### src/rtl/uart_pkg.sv
// uart_pkg
// Shared definitions for the UART transmit path: frame state encoding,
// parity-type selectors and the fixed line levels used by the framer.

package uart_pkg;

    // Frame states, in the order they appear on the line
    typedef enum logic [2:0] {
        IDLE   = 3'd0,
        START  = 3'd1,
        DATA   = 3'd2,
        PARITY = 3'd3,
        STOP   = 3'd4
    } uart_tx_state_e;

    // Parity type selector values
    localparam logic PAR_EVEN = 1'b0;
    localparam logic PAR_ODD  = 1'b1;

    // Line levels: the stop bit and the idle line share the same level
    localparam logic START_BIT  = 1'b0;
    localparam logic STOP_BIT   = 1'b1;
    localparam logic IDLE_LEVEL = 1'b1;

endpackage

### src/rtl/uart_tx_par_gen.sv
// uart_tx_par_gen
// Combinational parity generator for one transmit word. Even parity is the
// XOR of the data bits, odd parity its complement, matching the receive-side
// checker.

module uart_tx_par_gen
    import uart_pkg::*;
#(
    parameter int DATA_WIDTH = 8
) (
    input  logic [DATA_WIDTH-1:0] data,
    input  logic                  par_typ,
    output logic                  par_bit
);

    // Parity of the word according to the selected type
    always_comb begin
        par_bit = ^data;
        if (par_typ == PAR_ODD) begin
            par_bit = ~^data;
        end
    end

endmodule

### src/rtl/uart_tx_frame.sv
// uart_tx_frame
// Transmit framer: accepts one parallel word while idle and shifts it out as
// start / data (LSB first) / optional parity / stop, one bit per CLK.
// Optional feature macro: UART_TX_STOP2_EN adds the STOP2 port and support
// for two stop bits; without it every frame has exactly one stop bit.

module uart_tx_frame
    import uart_pkg::*;
#(
    parameter int DATA_WIDTH = 8
) (
    input  logic                  CLK,
    input  logic                  RST,
    input  logic [DATA_WIDTH-1:0] P_DATA,
    input  logic                  DATA_VALID,
    input  logic                  PAR_EN,
    input  logic                  PAR_TYP,
`ifdef UART_TX_STOP2_EN
    input  logic                  STOP2,
`endif
    output logic                  TX_OUT,
    output logic                  BUSY
);

    localparam int CNT_W = $clog2(DATA_WIDTH);
    localparam logic [CNT_W-1:0] LAST_BIT = CNT_W'(DATA_WIDTH - 1);

    localparam logic [2:0] ST_IDLE   = IDLE;
    localparam logic [2:0] ST_START  = START;
    localparam logic [2:0] ST_DATA   = DATA;
    localparam logic [2:0] ST_PARITY = PARITY;
    localparam logic [2:0] ST_STOP   = STOP;

    logic [2:0]            state;
    logic [CNT_W-1:0]      bit_cnt;
    logic [DATA_WIDTH-1:0] shift_reg;
    logic                  par_bit;
    logic                  par_en_lat;
    logic                  par_calc;
    logic                  accept;
`ifdef UART_TX_STOP2_EN
    logic                  stop2_lat;
    logic                  stop_second;
`endif

    // A request only counts while the line is idle; it is never queued
    assign accept = (state == ST_IDLE) && DATA_VALID;

    uart_tx_par_gen #(
        .DATA_WIDTH (DATA_WIDTH)
    ) u_par_gen (
        .data    (P_DATA),
        .par_typ (PAR_TYP),
        .par_bit (par_calc)
    );

    // Frame latches: capture word, parity and options at acceptance, then
    // shift the word right so bit 0 always holds the bit currently sent
    always_ff @(posedge CLK or negedge RST) begin
        if (!RST) begin
            shift_reg  <= '0;
            par_bit    <= 1'b0;
            par_en_lat <= 1'b0;
`ifdef UART_TX_STOP2_EN
            stop2_lat  <= 1'b0;
`endif
        end else if (accept) begin
            shift_reg  <= P_DATA;
            par_bit    <= par_calc;
            par_en_lat <= PAR_EN;
`ifdef UART_TX_STOP2_EN
            stop2_lat  <= STOP2;
`endif
        end else if (state == ST_DATA && bit_cnt != LAST_BIT) begin
            shift_reg <= shift_reg >> 1;
        end
    end

    // Frame sequencer; TX_OUT and BUSY are loaded with the value of the
    // state being entered so both leave the block straight from flops
    always_ff @(posedge CLK or negedge RST) begin
        if (!RST) begin
            state       <= ST_IDLE;
            bit_cnt     <= '0;
            TX_OUT      <= IDLE_LEVEL;
            BUSY        <= 1'b0;
`ifdef UART_TX_STOP2_EN
            stop_second <= 1'b0;
`endif
        end else begin
            case (state)
                ST_IDLE: begin
                    if (DATA_VALID) begin
                        state   <= ST_START;
                        bit_cnt <= '0;
                        TX_OUT  <= START_BIT;
                        BUSY    <= 1'b1;
`ifdef UART_TX_STOP2_EN
                        stop_second <= 1'b0;
`endif
                    end else begin
                        TX_OUT <= IDLE_LEVEL;
                        BUSY   <= 1'b0;
                    end
                end

                ST_START: begin
                    state   <= ST_DATA;
                    bit_cnt <= '0;
                    TX_OUT  <= shift_reg[0];
                end

                ST_DATA: begin
                    if (bit_cnt == LAST_BIT) begin
                        bit_cnt <= '0;
                        if (par_en_lat) begin
                            state  <= ST_PARITY;
                            TX_OUT <= par_bit;
                        end else begin
                            state  <= ST_STOP;
                            TX_OUT <= STOP_BIT;
                        end
                    end else begin
                        bit_cnt <= bit_cnt + 1'b1;
                        TX_OUT  <= shift_reg[1];
                    end
                end

                ST_PARITY: begin
                    state  <= ST_STOP;
                    TX_OUT <= STOP_BIT;
                end

                ST_STOP: begin
`ifdef UART_TX_STOP2_EN
                    if (stop2_lat && !stop_second) begin
                        stop_second <= 1'b1;
                        TX_OUT      <= STOP_BIT;
                    end else begin
                        stop_second <= 1'b0;
                        state       <= ST_IDLE;
                        TX_OUT      <= IDLE_LEVEL;
                        BUSY        <= 1'b0;
                    end
`else
                    state  <= ST_IDLE;
                    TX_OUT <= IDLE_LEVEL;
                    BUSY   <= 1'b0;
`endif
                end

                default: begin
                    state   <= ST_IDLE;
                    bit_cnt <= '0;
                    TX_OUT  <= IDLE_LEVEL;
                    BUSY    <= 1'b0;
                end
            endcase
        end
    end

endmodule
### config.mk
export PLATFORM = sky130hd
export DESIGN_NAME = uart_tx_frame
export DESIGN_NICKNAME = d
export VERILOG_FILES = /design/src/rtl/uart_pkg.sv /design/src/rtl/uart_tx_par_gen.sv /design/src/rtl/uart_tx_frame.sv
export SDC_FILE = /design/constraint.sdc
export NUM_CORES = 1
export LEC_CHECK = 0
export ABC_AREA = 1
export BUFFER_PORTS_ARGS = -buffer_cell sky130_fd_sc_hd__buf_2
export CAP_MARGIN = 5
export CORE_MARGIN = 8
export CORE_UTILIZATION = 23
export DETAILED_ROUTE_END_ITERATION = 16
export GPL_TIMING_DRIVEN = 1
export REMOVE_ABC_BUFFERS = 1
export SLEW_MARGIN = 25
export SYNTH_ARGS = -nofsm -noshare
export SYNTH_HDL_FRONTEND = slang
export SYNTH_HIERARCHICAL = 1
export SYNTH_SLANG_ARGS = --single-unit
### constraint.sdc
create_clock -name CLK -period 1.58 [get_ports CLK]
set_clock_uncertainty 0.1 [all_clocks]
set_input_delay 0.316 -clock CLK [delete_from_list [all_inputs] [get_ports CLK]]
set_output_delay 0.316 -clock CLK [all_outputs]
set_load 0.005 [all_outputs]
==> results.cfg, run 1 <==
[status]
status = completed

[grt]
grt-ovfl-total = 0
met1_usage = 0.0725
grt_use_met2 = 0.115
antenna_found_initial = 0
met3_usage = 0.0321
grt_pass1_wl_mm = 4.04
track_usage = 0.0688
grt_start_max_net_pins = 19
top_usage_layer = met2
grt_pass1_vias = 955

[finish]
nets = 201
fin_area_mm2 = 0.00138
areaGrowthSynthToFinish_pct = 19.9
antenna_cells = 0
drive_gt1_frac = 0.227
instances_no_fill = 252
largest_reg_flops = 8

[worst_setup_path]
r2r_cells = 7
crit_buf_inv = 1
start_kind = flop
arrival_ns = 1.53
r2r_end = shift_reg[2]
cp_max_fo = 12
cp_top_family = adder cells
end_kind = flop
required_ns = 1.67
criticalPathCategory = reg -> reg
r2r_start = bit_cnt[0]
max_stage_delay_ns = 0.39
rrSetupSlack_ns = 0.14
slowest_stage = dfrtp_1
path_cells = ha_1 -> ha_1 -> inv_1 -> nand2_4 -> nand2_4 -> nand2_1 -> nand2_1

[sta]
max_freq_mhz = 696
hold_viol_final = 0
maxSlewViolCount = 0
max_slew_margin = 0.737
worst_pin_slew_ns = 0.394
finalCritPeriodShare = 0.909
fin_setup_tns_ns = 0
finalSetupViolCount = 0
grt_setup_unrepaired = false
fin_crit_ns = 1.44

[clock_tree]
h-tree-depth = 1
max-clock-path-buffers = 2
cts_buffers = 3
path_clk_slew_ns = 0.07
cts_tree = done
clock-root-buffer = clkbuf_8
clock_latency_ns = 0.26
clkSinkCount = 18

[logic_synthesis]
yosysUniqueCellTypes = 21
synth.avg_cell_area_um2 = 6.96
yosysWarnings = 6
synth.ff_latch_count = 18
synth.area.top_cells = dfrtp_1 37%, nand2_1 23%, nand3_1 7.8%, inv_1 4.2%, nand2_2 3.8%
yosysTopAreaCellShare = 0.370
syn-cell-area_mm2 = 0.00115
syn_inst = 165
synth-seq-area-share = 0.393
synth_top_cell_by_area = dfrtp_1

[drt]
wire_per_inst_um = 9.38
viasPerCell = 4.07
drt-initial-drc-count = 48
drc = 0
drt_wl_total_mm = 2.37
drtPass1Iterations = 4
dr_total_vias = 1025
ant_nets = 0

[floorplanning]
std_cell_rows = 25
die_w_um = 86.7
dieArea_mm2 = 0.00751
pin_count = 15
start_util = 0.240
coreArea_mm2 = 0.00479
die_h_um = 86.7

[placed_design]
gp_congestion = 0.749
dp_cells = 244
hpwl_mm = 1.87
io_buffers = 14
placed_area_mm2 = 0.00128

[power_and_ir_drop]
leakage_uw = 0.000787
power.density_mw_per_mm2 = 1710
seqPwrFrac = 0.339
p_clk_frac = 0.161
switching_share = 0.427
combPwrFrac = 0.500
ir_drop_v = 0.000458
p_sw_uw = 1010
p_int_uw = 1350

[min_path]
hold_end = par_en_lat
hp-start = PAR_EN
hp-class = in -> reg
hold_path_depth = 3

[job]
timing.max_cap.violations = 0
## through the flow
stage                     setup slack [ns]   util  hold slack [ns]  total power [uW]
after CTS                           0.0894  0.282            0.212              2310
after detailed placement             0.105  0.268            0.171              1930
after floorplan                      0.145      -          -0.0796              1590
final                                0.143  0.288            0.210              2360
after global placement               0.119  0.268            0.169              1920
after global routing                0.0515  0.288            0.236              2610
## worst register-to-register path: cells and delay by family, from the launching register on
family | cells | cell delay, ns
AND/OR/NAND/NOR | 4 | 0.35
flip-flops | 1 | 0.39
adder cells (fa/ha/maj) | 2 | 0.42
buffers and inverters | 1 | 0.11
## cell families after synthesis
logic type,count (synthesis),synth area share
flip-flops,18,0.393
AND/OR/NAND/NOR,117,0.462
XOR/XNOR,1,0.00763
buffers and inverters,22,0.0937
AO/OA/AOI/OAI,5,0.0218
adder cells (fa/ha/maj),2,0.0218
## cells in the final DEF, fill, tap and decap left out, types with 2 or more instances in the layout
master    netlist  layout
nand2_4         1       2
inv_2           3       3
dfrtp_1        17      17
nor2_4          2       2
buf_4           0       7
clkbuf_8        0       4
nand2_2         7       6
buf_2           2      14
a21oi_1         3       3
nand3_1        18      18
inv_1          13      13
o21ai_0         2       2
ha_1            2       2
nand2_1        71      71
nand4_1         7       7
nor2_1          8       8
## cell usage after synthesis
library cell / instances
nand3_1: 18
nor2_4: 2
nand3_2: 1
inv_1: 13
buf_2: 2
nand2_1: 71
nor2_2: 1
o21ai_0: 2
nand4_1: 7
xor2_1: 1
nor2_1: 8
a21oi_1: 3
clkbuf_1: 1
inv_2: 3
ha_1: 2
dfstp_2: 1
dfrtp_1: 17
nand2_4: 1
buf_6: 3
or2_2: 1
nand2_2: 7
## timing repair
action	CTS	global route
endpoints found under the setup margin	0	7
gates resized for setup	0	1
hold buffers	1	0
setup buffers	0	3
hold endpoints to repair	17	0
## power groups by stage
stage               clock network (uW)  registers [uW]  logic (uW)
floorplan                            0             786         801
global placement                     0             808        1110
detailed placement                   0             808        1120
CTS                                390             800        1120
global route                       406             827        1380
finish                             379             801        1180
## worst max path at each step
stage / startpoint / to / slack, ns / cells past startpoint
detailed placement: bit_cnt[0] / shift_reg[4] / 0.11 / 7
global placement: bit_cnt[0] / shift_reg[4] / 0.12 / 7
floorplan: state[0] / shift_reg[0] / 0.14 / 6
CTS: bit_cnt[0] / shift_reg[4] / 0.09 / 7
global route: state[0] / shift_reg[2] / 0.05 / 7
finish: bit_cnt[0] / shift_reg[2] / 0.14 / 7
## area by class of cell
| type | count | area (um2) |
|---|---|---|
| Timing Repair Buffer | 22 | 133 |
| Clock buffer | 4 | 55.1 |
| Sequential cell | 18 | 452 |
| Fill cell | 520 | 3410 |
| Inverter | 16 | 60.1 |
| Multi-Input combinational cell | 125 | 594 |
| Tap cell | 67 | 83.8 |
## per-layer routing
layer,routed length [um],vias up
met4,31,0
li1,-,556
met1,1080,454
met3,145,4
met2,1110,11
met5,0,-
Power figures use the tool's default switching activity.
==> run 2: changes to the inputs <==
--- a/config.mk
+++ b/config.mk
@@ -5,7 +5,6 @@
 export SDC_FILE = /design/constraint.sdc
 export NUM_CORES = 1
 export LEC_CHECK = 0
-export ABC_AREA = 1
 export BUFFER_PORTS_ARGS = -buffer_cell sky130_fd_sc_hd__buf_2
 export CAP_MARGIN = 5
 export CORE_MARGIN = 8
@@ -16,5 +15,4 @@
 export SLEW_MARGIN = 25
 export SYNTH_ARGS = -nofsm -noshare
 export SYNTH_HDL_FRONTEND = slang
-export SYNTH_HIERARCHICAL = 1
 export SYNTH_SLANG_ARGS = --single-unit
==> run 2 against run 1 <==
Wire length is 16% lower. Total power down 9.7%. Setup slack lost 0.078 ns. Area after synthesis decreased by 16%. Count of clock-buffer cells in the layout stayed put. Sequential share of layout area up 3.9 points. Combinational power decreased by 18%. Final cell count fell by 35%. Clock power about the same. Cell area down 11%. Non-clock buffer count is 1 higher. Largest power group unchanged. First-iteration DRC count decreased by 46%.
==> results.cfg, run 2 <==
[drt]
viasPerCell = 4.33
dr_total_vias = 714
drtPass1Iterations = 4
ant_nets = 0
drt-initial-drc-count = 26
wire_per_inst_um = 12.1
drc = 0
drt_wl_total_mm = 1.99

[worst_setup_path]
criticalPathCategory = reg -> reg
start_kind = flop
required_ns = 1.63
cp_max_fo = 15
end_kind = flop
r2r_cells = 6
arrival_ns = 1.56

[grt]
antenna_found_initial = 0
track_usage = 0.0654
grt-ovfl-total = 0
met1_usage = 0.0785
top_usage_layer = met2
met3_usage = 0.0279
grt_use_met2 = 0.109
grt_pass1_vias = 769
grt_pass1_wl_mm = 3.36
grt_start_max_net_pins = 19

[sta]
grt_setup_unrepaired = false
max_slew_margin = 0.723
worst_pin_slew_ns = 0.416
hold_ws_ns = 0.171
finalSetupViolCount = 0
finalCritPeriodShare = 0.959
fin_crit_ns = 1.52
fin_setup_tns_ns = 0
maxSlewViolCount = 0
max_freq_mhz = 660
hold_viol_final = 0

[logic_synthesis]
ys_async_sr_fraction = 1.00
yosys-top-cells-count = 17 x dfrtp_1, 14 x o21ai_0, 13 x nand2_1, 10 x mux2i_1
yosysWarnings = 0
yosysTopAreaCellShare = 0.443
syn_inst = 92
ys.flop_type = dfrtp_1
synth.area.top_cells = dfrtp_1 44%, mux2i_1 10%, o21ai_0 7.3%, nand2_1 5.1%, xnor2_1 4.6%
syn-cell-area_um2 = 961
synth.avg_cell_area_um2 = 10.4
synth.most_common_cell = dfrtp_1
yosysUniqueCellTypes = 25
synth-seq-area-share = 0.470
synth_top_cell_by_area = dfrtp_1
synth_edf_count = 0
synth.ff_latch_count = 18

[min_path]
hold_path_depth = 3
hp-class = in -> reg

[floorplanning]
start_util = 0.240
die_w_um = 80.6
std_cell_rows = 23
dieArea_mm2 = 0.00650
coreArea_mm2 = 0.00400
pin_count = 15
die_h_um = 80.6

[clock_tree]
clock-root-buffer = clkbuf_8
clock_latency_ns = 0.25
cts_tree = done
max-clock-path-buffers = 2
cts_buffers = 3
path_clk_slew_ns = 0.07
clkSinkCount = 18
h-tree-depth = 1

[job]
timing.max_cap.violations = 0

[finish]
fin_area_mm2 = 0.00123
nets = 131
postLayoutCoreUtil = 0.307
drive_gt1_frac = 0.287
layout_common_cells = 17 x dfrtp_1, 14 x buf_2, 13 x nand2_1
antenna_cells = 0
largest_reg_flops = 8
final_common_cell = dfrtp_1
fillers = 424
areaGrowthSynthToFinish_pct = 28.0

[placed_design]
io_buffers = 14
hpwl_mm = 1.50
placed_area_mm2 = 0.00114
gp_congestion = 0.805

[power_and_ir_drop]
ir_drop_v = 0.000747
power.density_mw_per_mm2 = 1730
leakage_uw = 0.000547

[status]
status = completed
[run 2: cell types whose count changed after synthesis, sizes merged, moves of 5 or more]
cell,delta
o21ai,+13
nand2,-66
xnor2,+5
mux2i,+10
nand4,-7
inv,-14
nor2,-6
nand3,-19
[run 2: cell type report]
cell class | count | area (um2) | share of cell area
Multi-Input combinational cell | 68 | 488 | 0.397
Inverter | 2 | 7.51 | 0.00610
Tap cell | 50 | 62.6 | 0.0509
Clock buffer | 4 | 55.1 | 0.0448
Sequential cell | 18 | 452 | 0.367
Timing Repair Buffer | 23 | 165 | 0.134
[run 2: what timing repair did]
item	4_1_cts	5_1_grt
buffers inserted	0	1
hold buffers	1	0
gates resized for setup	2	4
endpoints found under the setup margin	9	9
endpoints found under the hold margin	17	0
[run 2: per-layer routing]
metal | up-vias | wire [um] | share of wire
li1 | 359 | - | -
met1 | 339 | 956 | 0.48
met2 | 16 | 963 | 0.48
met3 | 0 | 70 | 0.035
met4 | 0 | 0 | 0
met5 | - | 0 | 0
[run 2: cell families after synthesis]
| group | Yosys count | synth area share |
|---|---|---|
| buffers and inverters | 6 | 0.0417 |
| flip-flops | 18 | 0.470 |
| multiplexers | 11 | 0.120 |
| adder cells (fa/ha/maj) | 2 | 0.0260 |
| XOR/XNOR | 7 | 0.0781 |
| AND/OR/NAND/NOR | 26 | 0.142 |
| AO/OA/AOI/OAI | 22 | 0.122 |
[run 2: power by group]
group	internal, uW	switching (uW)
clock network	221	155
logic	510	451
registers	661	134
[run 2: critical path, stage by stage, from the launching register on]
cell and delay, ns:
dfrtp_1 0.38, ha_2 0.21, ha_4 0.18, nor2b_1 0.13, o21ai_2 0.08, buf_12 0.15
a22o_1 0.18
[run 2: stage by stage]
step | total power, uW | setup slack [ns] | instances
global placement | 1690 | -0.0165 | 159
detailed placement | 1730 | -0.0382 | 159
CTS | 2130 | 0.00476 | 164
floorplan | 1340 | -0.105 | 88
finish | 2130 | 0.0648 | 165
global route | 2310 | 0.00274 | 165
[run 2: worst paths after layout]
path | start | to | slack, ns
max reg2reg | bit_cnt[0] | shift_reg[7] | 0.06
min reg2reg | shift_reg[2] | shift_reg[2] | 0.39
min in group asynchronous | RST | shift_reg[7] | 0.43
max | bit_cnt[0] | shift_reg[7] | 0.06
min | PAR_EN | par_en_lat | 0.17
max in group asynchronous | RST | TX_OUT | 0.62
==> run 3: changes to the inputs <==
--- a/config.mk
+++ b/config.mk
@@ -5,12 +5,13 @@
 export SDC_FILE = /design/constraint.sdc
 export NUM_CORES = 1
 export LEC_CHECK = 0
-export BUFFER_PORTS_ARGS = -buffer_cell sky130_fd_sc_hd__buf_2
+export BUFFER_PORTS_ARGS = -buffer_cell sky130_fd_sc_hd__clkbuf_2
 export CAP_MARGIN = 5
 export CORE_MARGIN = 8
 export CORE_UTILIZATION = 23
 export DETAILED_ROUTE_END_ITERATION = 16
 export GPL_TIMING_DRIVEN = 1
+export PLACE_DENSITY_LB_ADDON = 0.25
 export REMOVE_ABC_BUFFERS = 1
 export SLEW_MARGIN = 25
 export SYNTH_ARGS = -nofsm -noshare
==> run 3 against run 2 <==
Via count increased by 1.5%. Wire length shrank 1.8%. Largest power group unchanged. Clock power fell by 10%. Core utilization grew 0.062 points. Critical endpoint unchanged. Critical path type unchanged.
==> results.cfg, run 3 (synthesis gave the netlist of run 2 again) <==
[clock_tree]
clkSinkCount = 18
cts_buffers = 3
clock_latency_ns = 0.25
path_clk_slew_ns = 0.07
h-tree-depth = 1
cts_tree = done
clock-root-buffer = clkbuf_8
max-clock-path-buffers = 2

[drt]
dr_total_vias = 725
ant_nets = 0
wire_per_inst_um = 11.6
drc = 0
drt-initial-drc-count = 47
drtPass1Iterations = 4
viasPerCell = 4.32
drt_wl_total_mm = 1.96

[sta]
maxSlewViolCount = 0
max_slew_margin = 0.688
finalSetupViolCount = 0
worst_pin_slew_ns = 0.468
finalCritPeriodShare = 0.944
grt_setup_unrepaired = false
hold_viol_final = 0
max_freq_mhz = 670
fin_crit_ns = 1.49
worst_slack_ns = 0.0883
hold_ws_ns = 0.177

[finish]
final_common_cell = dfrtp_1
nets = 134
largest_reg_flops = 8
drive_gt1_frac = 0.305
areaGrowthSynthToFinish_pct = 28.3
antenna_cells = 0
layout_common_cells = 17 x dfrtp_1, 14 x clkbuf_2, 13 x o21ai_0, 13 x nand2_1

[power_and_ir_drop]
leakage_uw = 0.000555
combPwrFrac = 0.449
ir_drop_v = 0.000660
p_clk_frac = 0.164
power.density_mw_per_mm2 = 1670
switching_share = 0.355
p_sw_uw = 731
seqPwrFrac = 0.387
p_int_uw = 1330

[worst_setup_path]
rrSetupSlack_ns = 0.09
r2r_cells = 6
slowest_stage = dfrtp_1
required_ns = 1.62
cp_max_fo = 7
arrival_ns = 1.53
crit_buf_inv = 1
crit_end = shift_reg[7]
max_stage_delay_ns = 0.39
criticalPathCategory = reg -> reg
crit_cells = 6
r2r_end = shift_reg[7]
start_kind = flop
r2r_start = bit_cnt[0]
end_kind = flop
startpoint = bit_cnt[0]
cp_top_family = flip-flops
path_cells = ha_2 -> ha_4 -> nor2b_2 -> o21ai_2 -> buf_4 -> a22o_1

[min_path]
hp-class = in -> reg

[placed_design]
hpwl_mm = 1.52
io_buffers = 14
gp_congestion = 0.751
dp_slack_ns = -0.0131

[floorplanning]
start_util = 0.240
coreArea_mm2 = 0.00400
dieArea_mm2 = 0.00650
die_w_um = 80.6
std_cell_rows = 23
die_h_um = 80.6
pin_count = 15

[grt]
grt_start_max_net_pins = 19
track_usage = 0.0673
met3_usage = 0.0290
grt_use_met2 = 0.101
grt-ovfl-total = 0
antenna_found_initial = 0
grt_pass1_vias = 755
grt_pass1_wl_mm = 3.44
top_usage_layer = met2
met1_usage = 0.0880

[status]
status = completed

[job]
timing.max_cap.violations = 0
## run 3: through the flow
stage / area (um2) / setup TNS [ns] / total power [uW] / instances / utilization
after global routing: 1230 / 0 / 2250 / 168 / 0.308
after CTS: 1210 / 0 / 2070 / 168 / 0.303
after detailed placement: 1160 / -0.0131 / 1710 / 163 / 0.289
final: 1230 / 0 / 2060 / 168 / 0.308
after floorplan: 928 / -0.793 / 1340 / 88 / -
after global placement: 1160 / -0.00221 / 1690 / 163 / 0.289
## run 3: final cells by class
| class | instances | area [um2] |
|---|---|---|
| Multi-Input combinational cell | 68 | 490 |
| Inverter | 2 | 7.51 |
| Tap cell | 50 | 62.6 |
| Timing Repair Buffer | 26 | 175 |
| Clock buffer | 4 | 45.0 |
| Sequential cell | 18 | 452 |
| Fill cell | 413 | 2770 |
## run 3: how the worst min path moves through the flow
stage | startpoint | to | slack [ns] | cells past startpoint
floorplan | RST | BUSY | -0.08 | 0
global placement | RST | state[1] | 0.19 | 1
detailed placement | RST | state[0] | 0.20 | 1
CTS | PAR_EN | par_en_lat | 0.18 | 3
global route | PAR_EN | par_en_lat | 0.17 | 3
finish | PAR_EN | par_en_lat | 0.18 | 3
## run 3: repair_timing
action / in CTS / in global routing
pin swaps: 0 / 0
endpoints found under the hold margin: 17 / 0
buffers inserted: 0 / 0
gates resized for setup: 2 / 4
hold buffers: 1 / 0
endpoints found under the setup margin: 2 / 10
## run 3: power groups by stage
stage | clock (uW) | combinational (uW) | sequential, uW
global placement | 0 | 894 | 798
CTS | 356 | 916 | 796
detailed placement | 0 | 908 | 805
finish | 337 | 925 | 798
floorplan | 0 | 536 | 805
global route | 375 | 1040 | 828
## run 3: metal layers
layer / vias to the layer above / wire, um
met5: - / 0
met4: 0 / 8
met3: 2 / 123
met2: 22 / 876
met1: 332 / 947
li1: 369 / -
## run 3: worst reg2reg max path, delay by kind of cell, from the launching register on
kind                     cells  cell delay [ns]
AND/OR/NAND/NOR              1             0.11
AO/OA/AOI/OAI                2             0.25
adder cells (fa/ha/maj)      2             0.37
flip-flops                   1             0.39
buffers and inverters        1             0.16
